==> src/rtl/operand_nibble_loader_pkg.sv <==
// rtl/operand_nibble_loader_pkg.sv - shared states, nibble indices, default timings and helpers
package operand_nibble_loader_pkg;

    typedef enum logic [2:0] {
        ST_IDLE,
        ST_SETUP,
        ST_PULSE,
        ST_HOLD,
        ST_SETTLE,
        ST_SAMPLE
    } state_t;

    localparam logic [1:0] NIB_A_LO = 2'd0;
    localparam logic [1:0] NIB_A_HI = 2'd1;
    localparam logic [1:0] NIB_B_LO = 2'd2;
    localparam logic [1:0] NIB_B_HI = 2'd3;

    localparam int DEF_SETUP_CYC  = 1;
    localparam int DEF_PULSE_CYC  = 2;
    localparam int DEF_SETTLE_CYC = 4;

    localparam int TIMER_W = 16;

    // Nibble presented on y for a given index.
    function automatic logic [3:0] nibble_sel(input logic [1:0] idx,
                                              input logic [7:0] op_a,
                                              input logic [7:0] op_b);
        logic [3:0] nib;
        case (idx)
            NIB_A_LO: nib = op_a[3:0];
            NIB_A_HI: nib = op_a[7:4];
            NIB_B_LO: nib = op_b[3:0];
            default:  nib = op_b[7:4];
        endcase
        return nib;
    endfunction

    // One-hot strobe vector {pb4, pb3, pb2, pb1} for a given index.
    function automatic logic [3:0] strobe_vec(input logic [1:0] idx);
        logic [3:0] v;
        case (idx)
            NIB_A_LO: v = 4'b0001;
            NIB_A_HI: v = 4'b0010;
            NIB_B_LO: v = 4'b0100;
            default:  v = 4'b1000;
        endcase
        return v;
    endfunction

endpackage

==> src/rtl/operand_nibble_loader_phase_timer.sv <==
// rtl/operand_nibble_loader_phase_timer.sv - phase down-counter shared by all timed states
// Ports:
//   clk, rst_n : clock, asynchronous active-low reset
//   load       : restart the count for a phase of `length` cycles
//   length     : phase length in cycles; 0 behaves as 1
//   expire     : high in the last cycle of the phase
module phase_timer
    import operand_nibble_loader_pkg::*;
(
    input  logic               clk,
    input  logic               rst_n,
    input  logic               load,
    input  logic [TIMER_W-1:0] length,
    output logic               expire
);

    logic [TIMER_W-1:0] cnt;

    // Loading length-1 makes a phase of N cycles expire in its N-th cycle;
    // a length of 0 loads 0 and therefore lasts one cycle like length 1.
    always_ff @(posedge clk or negedge rst_n) begin
        if (!rst_n) begin
            cnt <= '0;
        end else if (load) begin
            cnt <= (length == '0) ? '0 : length - 1'b1;
        end else if (cnt != '0) begin
            cnt <= cnt - 1'b1;
        end
    end

    assign expire = (cnt == '0);

endmodule

==> src/rtl/operand_nibble_loader.sv <==
// rtl/operand_nibble_loader.sv - loads two 8-bit operands into a comparator nibble by nibble
// Ports:
//   clk, rst_n                  : clock, asynchronous active-low reset
//   start, a, b                 : request and operands, captured when accepted in IDLE
//   less_in, more_in, equal_in  : comparator result lines
//   y                           : nibble bus to the comparator
//   pb1..pb4                    : load strobes for a[3:0], a[7:4], b[3:0], b[7:4]
//   busy, done                  : transaction in progress / one-cycle completion pulse
//   res_less, res_more, res_equal, err : registered result and not-one-hot fault
module operand_nibble_loader
    import operand_nibble_loader_pkg::*;
#(
    parameter int SETUP_CYC  = DEF_SETUP_CYC,
    parameter int PULSE_CYC  = DEF_PULSE_CYC,
    parameter int SETTLE_CYC = DEF_SETTLE_CYC
) (
    input  logic       clk,
    input  logic       rst_n,
    input  logic       start,
    input  logic [7:0] a,
    input  logic [7:0] b,
    input  logic       less_in,
    input  logic       more_in,
    input  logic       equal_in,
    output logic [3:0] y,
    output logic       pb1,
    output logic       pb2,
    output logic       pb3,
    output logic       pb4,
    output logic       busy,
    output logic       done,
    output logic       res_less,
    output logic       res_more,
    output logic       res_equal,
    output logic       err
);

    localparam logic [TIMER_W-1:0] SETUP_LEN  = TIMER_W'(SETUP_CYC);
    localparam logic [TIMER_W-1:0] PULSE_LEN  = TIMER_W'(PULSE_CYC);
    localparam logic [TIMER_W-1:0] SETTLE_LEN = TIMER_W'(SETTLE_CYC);

    state_t       state, state_d;
    logic [1:0]   idx, idx_d;
    logic [7:0]   a_q, a_d;
    logic [7:0]   b_q, b_d;
    logic [3:0]   pb_q, pb_d;
    logic [3:0]   y_d;
    logic         busy_d, done_d, sample_d;
    logic         timer_load, timer_expire;
    logic [TIMER_W-1:0] timer_len;
    logic         onehot_in;

    phase_timer u_timer (
        .clk    (clk),
        .rst_n  (rst_n),
        .load   (timer_load),
        .length (timer_len),
        .expire (timer_expire)
    );

    // Exactly one of three: odd parity rules out 0 and 2 set, the AND rules out 3.
    assign onehot_in = (less_in ^ more_in ^ equal_in) & ~(less_in & more_in & equal_in);

    always_comb begin
        state_d = state;
        idx_d   = idx;
        a_d     = a_q;
        b_d     = b_q;

        case (state)
            ST_IDLE: begin
                if (start) begin
                    a_d     = a;
                    b_d     = b;
                    idx_d   = NIB_A_LO;
                    state_d = ST_SETUP;
                end
            end
            ST_SETUP:  if (timer_expire) state_d = ST_PULSE;
            ST_PULSE:  if (timer_expire) state_d = ST_HOLD;
            ST_HOLD: begin
                if (timer_expire) begin
                    if (idx == NIB_B_HI) begin
                        state_d = ST_SETTLE;
                    end else begin
                        idx_d   = idx + 2'd1;
                        state_d = ST_SETUP;
                    end
                end
            end
            ST_SETTLE: if (timer_expire) state_d = ST_SAMPLE;
            ST_SAMPLE: state_d = ST_IDLE;
            default:   state_d = ST_IDLE;
        endcase

        // Every timed state is entered from a different state, so a state
        // change is the one and only point where the timer restarts.
        timer_load = (state_d != state);
        case (state_d)
            ST_PULSE:  timer_len = PULSE_LEN;
            ST_SETTLE: timer_len = SETTLE_LEN;
            default:   timer_len = SETUP_LEN;
        endcase

        // Outputs are decoded from the next state and registered, so y and
        // the strobes come straight from flops and cannot glitch.
        y_d = y;
        pb_d = 4'b0000;
        if (state_d == ST_SETUP || state_d == ST_PULSE ||
            state_d == ST_HOLD  || state_d == ST_SETTLE) begin
            y_d = nibble_sel(idx_d, a_d, b_d);
        end
        if (state_d == ST_PULSE) begin
            pb_d = strobe_vec(idx_d);
        end
        busy_d   = (state_d != ST_IDLE);
        done_d   = (state_d == ST_SAMPLE);
        sample_d = (state_d == ST_SAMPLE);
    end

    always_ff @(posedge clk or negedge rst_n) begin
        if (!rst_n) begin
            state     <= ST_IDLE;
            idx       <= NIB_A_LO;
            a_q       <= 8'h00;
            b_q       <= 8'h00;
            y         <= 4'h0;
            pb_q      <= 4'b0000;
            busy      <= 1'b0;
            done      <= 1'b0;
            res_less  <= 1'b0;
            res_more  <= 1'b0;
            res_equal <= 1'b0;
            err       <= 1'b0;
        end else begin
            state <= state_d;
            idx   <= idx_d;
            a_q   <= a_d;
            b_q   <= b_d;
            y     <= y_d;
            pb_q  <= pb_d;
            busy  <= busy_d;
            done  <= done_d;
            // Capturing on entry to SAMPLE makes the result valid in the done cycle.
            if (sample_d) begin
                res_less  <= less_in;
                res_more  <= more_in;
                res_equal <= equal_in;
                err       <= ~onehot_in;
            end
        end
    end

    assign pb1 = pb_q[0];
    assign pb2 = pb_q[1];
    assign pb3 = pb_q[2];
    assign pb4 = pb_q[3];

endmodule

==> config.mk <==
export PLATFORM = sky130hd
export DESIGN_NAME = operand_nibble_loader
export DESIGN_NICKNAME = d
export VERILOG_FILES = /design/src/rtl/operand_nibble_loader_pkg.sv /design/src/rtl/operand_nibble_loader_phase_timer.sv /design/src/rtl/operand_nibble_loader.sv
export SDC_FILE = /design/constraint.sdc
export NUM_CORES = 1
export LEC_CHECK = 0
export ABC_AREA = 1
export ABC_CLOCK_PERIOD_IN_PS = 2100
export BUFFER_PORTS_ARGS = -buffer_cell sky130_fd_sc_hd__buf_2
export CELL_PAD_IN_SITES_DETAIL_PLACEMENT = 1
export CELL_PAD_IN_SITES_GLOBAL_PLACEMENT = 1
export CORE_AREA = 2 2 71 107
export DETAILED_ROUTE_END_ITERATION = 10
export DIE_AREA = 0 0 73 109
export PLACE_DENSITY = 0.7
export SYNTH_ARGS = -nofsm -noshare
export SYNTH_HDL_FRONTEND = slang
export SYNTH_SLANG_ARGS = --single-unit
==> constraint.sdc <==
create_clock -name clk -period 2.1 [get_ports clk]
set_clock_uncertainty 0.2 [all_clocks]
set_input_delay 0.63 -clock clk [delete_from_list [all_inputs] [get_ports clk]]
set_output_delay 0.63 -clock clk [all_outputs]
set_load 0.005 [all_outputs]
Word-level counts from Yosys, hierarchy flattened
Cells that the tools add are included.
{ "classes": {"order_cmp": 0, "shifts": 0, "n_eq_ne": 13, "bitwise_logic": 7, "muxes": 22, "add_sub_neg": 3, "n_mul": 0, "n_div": 0, "reduce_logical": 10} }
{ "ops": {"columns": ["operator", "count"], "rows": [
  ["16-bit two-way mux", 3],
  ["16-bit zero test", 2],
  ["8-bit two-way mux", 4],
  ["4-bit one-hot mux with 3 select lines", 2],
  ["3-bit two-way mux", 6],
  ["16-bit nonzero test", 1],
  ["16-bit by 1-bit subtractor with 16-bit output, second input constant", 1],
  ["3-bit one-hot mux with 5 select lines", 1],
  ["3-bit by 2-bit equality test with 1-bit output, second input constant", 4],
  ["3-bit equality test, second input constant", 3],
  ["3-bit by 1-bit equality test with 1-bit output, second input constant", 2],
  ["2-bit two-way mux", 3],
  ["3-bit one-hot mux with 2 select lines", 1],
  ["2-bit equality test, second input constant", 2],
  ["4-bit two-way mux", 1],
  ["2-bit one-hot mux with 2 select lines", 1],
  ["3-bit by 1-bit subtractor with 4-bit output, second input constant", 1],
  ["1-bit bitwise AND", 3],
  ["3-bit zero test", 1],
  ["1-bit logical OR", 3],
  ["3-bit inequality test", 1],
  ["3-bit nonzero test", 1],
  ["2-bit by 1-bit adder with 2-bit output, second input constant", 1],
  ["2-bit by 1-bit equality test with 1-bit output, second input constant", 1],
  ["4 further kinds", 6]
]} }
{ "totals": {"reg_bits": 51, "mem_count": 0, "rom_bits": 0, "latch_bits": 0, "mem_bits_rw": 0, "word_cells": 68, "inputBits": 22} }

Logic depth before layout (Yosys ltp)
{ "logic_depth": {"word_depth": 9, "ltp_mapped": 15, "mapped_depth_nobuf": 15} }

Modules after synthesis
Synthesis repeated with hierarchy kept, for this count alone.
{ "unflattened": {"hier_cells": 463, "hier_area_um2": 3513.4} }
{ "by_module_without_submodules": {"columns": ["module", "area_per_inst_um2", "seq_area_each_um2", "instances", "cells_per_inst"], "rows": [
  ["operand_nibble_loader", 1833.0, 875.8, 1, 200],
  ["phase_timer", 1680.4, 400.4, 1, 263]
]} }

Worst setup path before layout
No wires, ideal clock.
{ "synth_path": {"path_kind": "register -> register", "start": "register u_timer.cnt[0]", "end": "register y[0]", "period_less_slack_ps": 2034, "setup_time_ps": 116, "arrival_ps": 1718, "setup_slack_ps": 66, "path_stages_with_launch": 14, "t_required_ps": 1784, "cell_sequence": "dfrtp_1 > inv_1 > ha_1 > nand2_2 > nor2_4 > nand2_2 > nand2_1 > nand3_2 > nor2_8 > nand3_2 > nand2_4 > inv_2 > nand2_1 > nand2_1"} }
{ "synth_via": {"elab_chain_cells": 7, "elab_cells_between_ends": 19} }
{ "synth_rtl": {"columns": ["element", "line", "text"], "rows": [
  ["from (decl)", "operand_nibble_loader_phase_timer.sv:17", "logic [TIMER_W-1:0] cnt;"],
  ["from (signal assigned)", "operand_nibble_loader_phase_timer.sv:25", "cnt <= (length == '0) ? '0 : length - 1'b1;"],
  ["from (signal assigned)", "operand_nibble_loader_phase_timer.sv:27", "cnt <= cnt - 1'b1;"],
  ["16-bit zero test (*)", "operand_nibble_loader_phase_timer.sv:31", "assign expire = (cnt == '0);"],
  ["3-bit two-way mux, on equally long branches", null, null],
  ["3-bit one-hot mux with 5 select lines", "operand_nibble_loader.sv:70", "case (state)"],
  ["3-bit by 1-bit equality test with 1-bit output / 3-bit by 2-bit equality test with 1-bit output (equally long branches)", "operand_nibble_loader.sv:109", "if (state_d == ST_SETUP || state_d == ST_PULSE ||"],
  ["1-bit logical OR (2 in a row)", "operand_nibble_loader.sv:109", null],
  ["1-bit logical OR", "operand_nibble_loader.sv:110", "state_d == ST_HOLD || state_d == ST_SETTLE) begin"],
  ["to (signal assigned)", "operand_nibble_loader.sv:140", "y <= y_d;"],
  ["to (decl)", "operand_nibble_loader.sv:25", "output logic [3:0] y,"]
]} }
Every way passes the cells marked *; elsewhere a longest branch is shown, timed or not.
A chain may end at the register's enable or synchronous reset.

Worst setup path after layout
{ "layout_path": {"start": "register u_timer.cnt[0]", "end": "register y[3]"} }
Same word-level chain as after synthesis.

==> impl_metrics.ini <==
[timing]
slew_viol_final = 0
final.period_utilization_pct = 98.2
tightest_slew_ns = 0.285
setup_viol = 0
max_freq_ghz = 0.485
timing.final.ws_setup_ns = 0.0383
hold_viol = 0
timing.slew.headroom_pct = 81.0
rsz0062_at_grt = yes
min_period_ns = 2.06

[global_routing]
grt_pass1_wl_um = 11300
antenna_found_initial = 0
grt_start_max_net_pins = 52
grt_pass1_vias = 2537
overflow = 0
grt_util_all_layers_pct = 18.7

[place]
dp_cells = 454
pre_cts_slack_ns = -0.125
hpwl_um = 5180
place_congestion = 0.821
portBuffers = 35

[clocking]
cts_sinks = 51
root_buffer = clkbuf_8
insertion_delay_ns = 0.31
cts_buffers = 5
clk_pin_slew_ns = 0.09
htreeDepth = 2
cts_tree = built
cts_buffer_depth = 2

[critical_path]
path_class = reg -> reg
cp_data_arrival_time_ns = 2.07
cp-end-kind = flop
crit_fanout = 4
crit_required_ns = 2.11
startpoint_type = flop

[drt]
drt_iter0_drc = 30
drc = 0
dr.pass1.iters = 4
routedWlPerCell_um = 14.5
postRouteAntennaNets = 0
vias_per_cell = 4.99
vias = 2338
routed_wl_um = 6800

[die]
num_rows = 38
start_util_pct = 36.6
chipWidth_um = 73
top_level_ports = 36
dieArea_um2 = 7960
core-area_um2 = 7080
dieHeight_um = 109

[finish]
area_delta_synth_final_pct = 31.7
final_nets = 412
fillers = 841
finalNonFillerCells = 469
drive_above_1_share_pct = 36.2
diodes = 0

[flow_run]
maxCapViolCount = 0

[logic_synthesis]
synthDistinctLibCells = 30
post_synth.cell_area_avg_um2 = 8.34
synth_edf_count = 0
yosysWarnings = 0
synthFlopType = dfrtp_1
ys_seq_area_share_pct = 49.2
synth_fp_nets = 335
postSynthCellCount = 311
syn_area_um2 = 2590
synth-seq-cells = 51
async_reset_ff_share_pct = 100

[status]
status = completed

[pwr]
power_density_nw_per_um2 = 1480
leakage_uw = 0.00177
irDropWorstVdd_uv = 655

[hold_path]
hold_class = in -> async
[power breakdown]
| group | total (µW) | internal [µW] | switching, µW |
|---|---|---|---|
| logic | 2820 | 1190 | 1630 |
| registers | 1560 | 1340 | 214 |
| clock network | 688 | 355 | 333 |
| total | 5070 | 2890 | 2180 |
[timing repair]
action                                  CTS  global route
resized for setup                        13            28
hold buffers                              0             0
pin swaps                                 7             6
buffers inserted                          2             5
endpoints found under the setup margin   18            23
gates cloned                              0             0
[Yosys cell counts, types with 5 or more instances]
cell type / instances / area, µm²
inv_1: 18 / 67.6
nor3_1: 12 / 60.1
nor2_2: 6 / 37.5
nand2_2: 5 / 31.3
nor2_1: 32 / 120
xor2_1: 8 / 70.1
xnor2_1: 5 / 43.8
o21ai_0: 6 / 30.0
dfrtp_1: 51 / 1280
nand4_1: 10 / 62.6
nand3_1: 16 / 80.1
nand2_1: 110 / 413
[cell type report]
cell class                 count  area, µm²  share of cell area [%]
clock buffer                   5       68.8                    2.01
clock inverter                 3       43.8                    1.28
inverter                      23       96.3                    2.82
multi-input combinational    230       1300                    38.0
sequential                    51       1280                    37.4
tap                           80        100                    2.93
timing repair buffer          77        532                    15.6
[state kept, by name (all words and copies together) (netlist names)]
signal and cells:
u_timer.cnt 16, a_q 8, b_q 8, pb_q 4, y 4, state 3
idx 2, busy 1, done 1, err 1, res_equal 1, res_less 1
res_more 1
[placed cells by master, fill, tap and decap left out]
cell type / instances
buf_12: 3
o21ai_0: 6
nor2_8: 2
a21oi_1: 1
inv_1: 16
clkbuf_8: 5
nor3_2: 3
nand2_1: 103
dfrtp_2: 2
inv_2: 4
nand2_4: 2
nor3_4: 3
xor2_1: 8
buf_6: 1
ha_4: 1
nor4_2: 1
nor2_1: 25
nor2_4: 6
xnor2_1: 5
o21bai_4: 1
dfrtp_1: 49
nand3_2: 3
clkinv_2: 1
nor3b_2: 1
inv_4: 2
buf_4: 38
a21oi_2: 1
bufinv_16: 1
ha_1: 1
nand3_4: 1
clkinv_4: 2
buf_2: 35
nor3_1: 7
o22ai_1: 1
nand3_1: 14
nor2_2: 11
nand2_2: 11
nor4_1: 1
o21ai_1: 1
nand4_1: 10
[critical path: stages, from the launching register on]
cell	delay (ns)
dfrtp_1	0.41
inv_2	0.09
ha_4	0.15
nand2_4	0.07
nor2_4	0.11
buf_4	0.13
nand3_2	0.08
nand2_2	0.10
nand2_2	0.09
buf_4	0.15
nand3_1	0.07
nand4_1	0.15
nand2_1	0.10
nand2_1	0.06
[final timing paths]
path,start,end,slack [ns],depth (start not counted)
worst min register to register,res_more,res_more,0.28,2
worst max register to register,u_timer.cnt[0],y[3],0.04,13
min in group clk,res_more,res_more,0.28,2
max in group asynchronous,rst_n,u_timer.cnt[5],1.35,2
worst min-delay path,rst_n,u_timer.cnt[12],0.09,2
worst max-delay path,u_timer.cnt[0],y[3],0.04,13
[logic make-up (layout without fill, tap and decap cells)]
family,Yosys count,count (layout),synth area share (%)
adders and majority gates,2,2,0.964
AOI/OAI and AO/OA,11,11,2.70
and+or+nand+nor,204,204,36.9
DFF,51,51,49.2
xor gates and xnor gates,13,13,4.39
buffers and inverters,30,108,5.88
[layer usage]
| layer | track usage (%) | routed length (µm) |
|---|---|---|
| met1 | 19.1 | 2510 |
| met2 | 35.2 | 3880 |
| met3 | 2.77 | 153 |
| met4 | 9.92 | 249 |
| met5 | 0 | 0 |
[per-stage QoR]
step	total power [µW]	instance area (µm²)	hold slack (ns)	util [%]	TNS, ns
2_1_floorplan	3140	2590	0.134	-	0
3_3_place_gp	4000	3100	0.251	43.7	-0.253
3_5_place_dp	4090	3100	0.269	43.7	-0.627
4_1_cts	4930	3290	0.101	46.4	0
5_1_grt	5500	3420	0.105	48.3	-0.375
6_report	5070	3420	0.0893	48.3	0
Note: power is estimated with default switching activity, not from simulation.
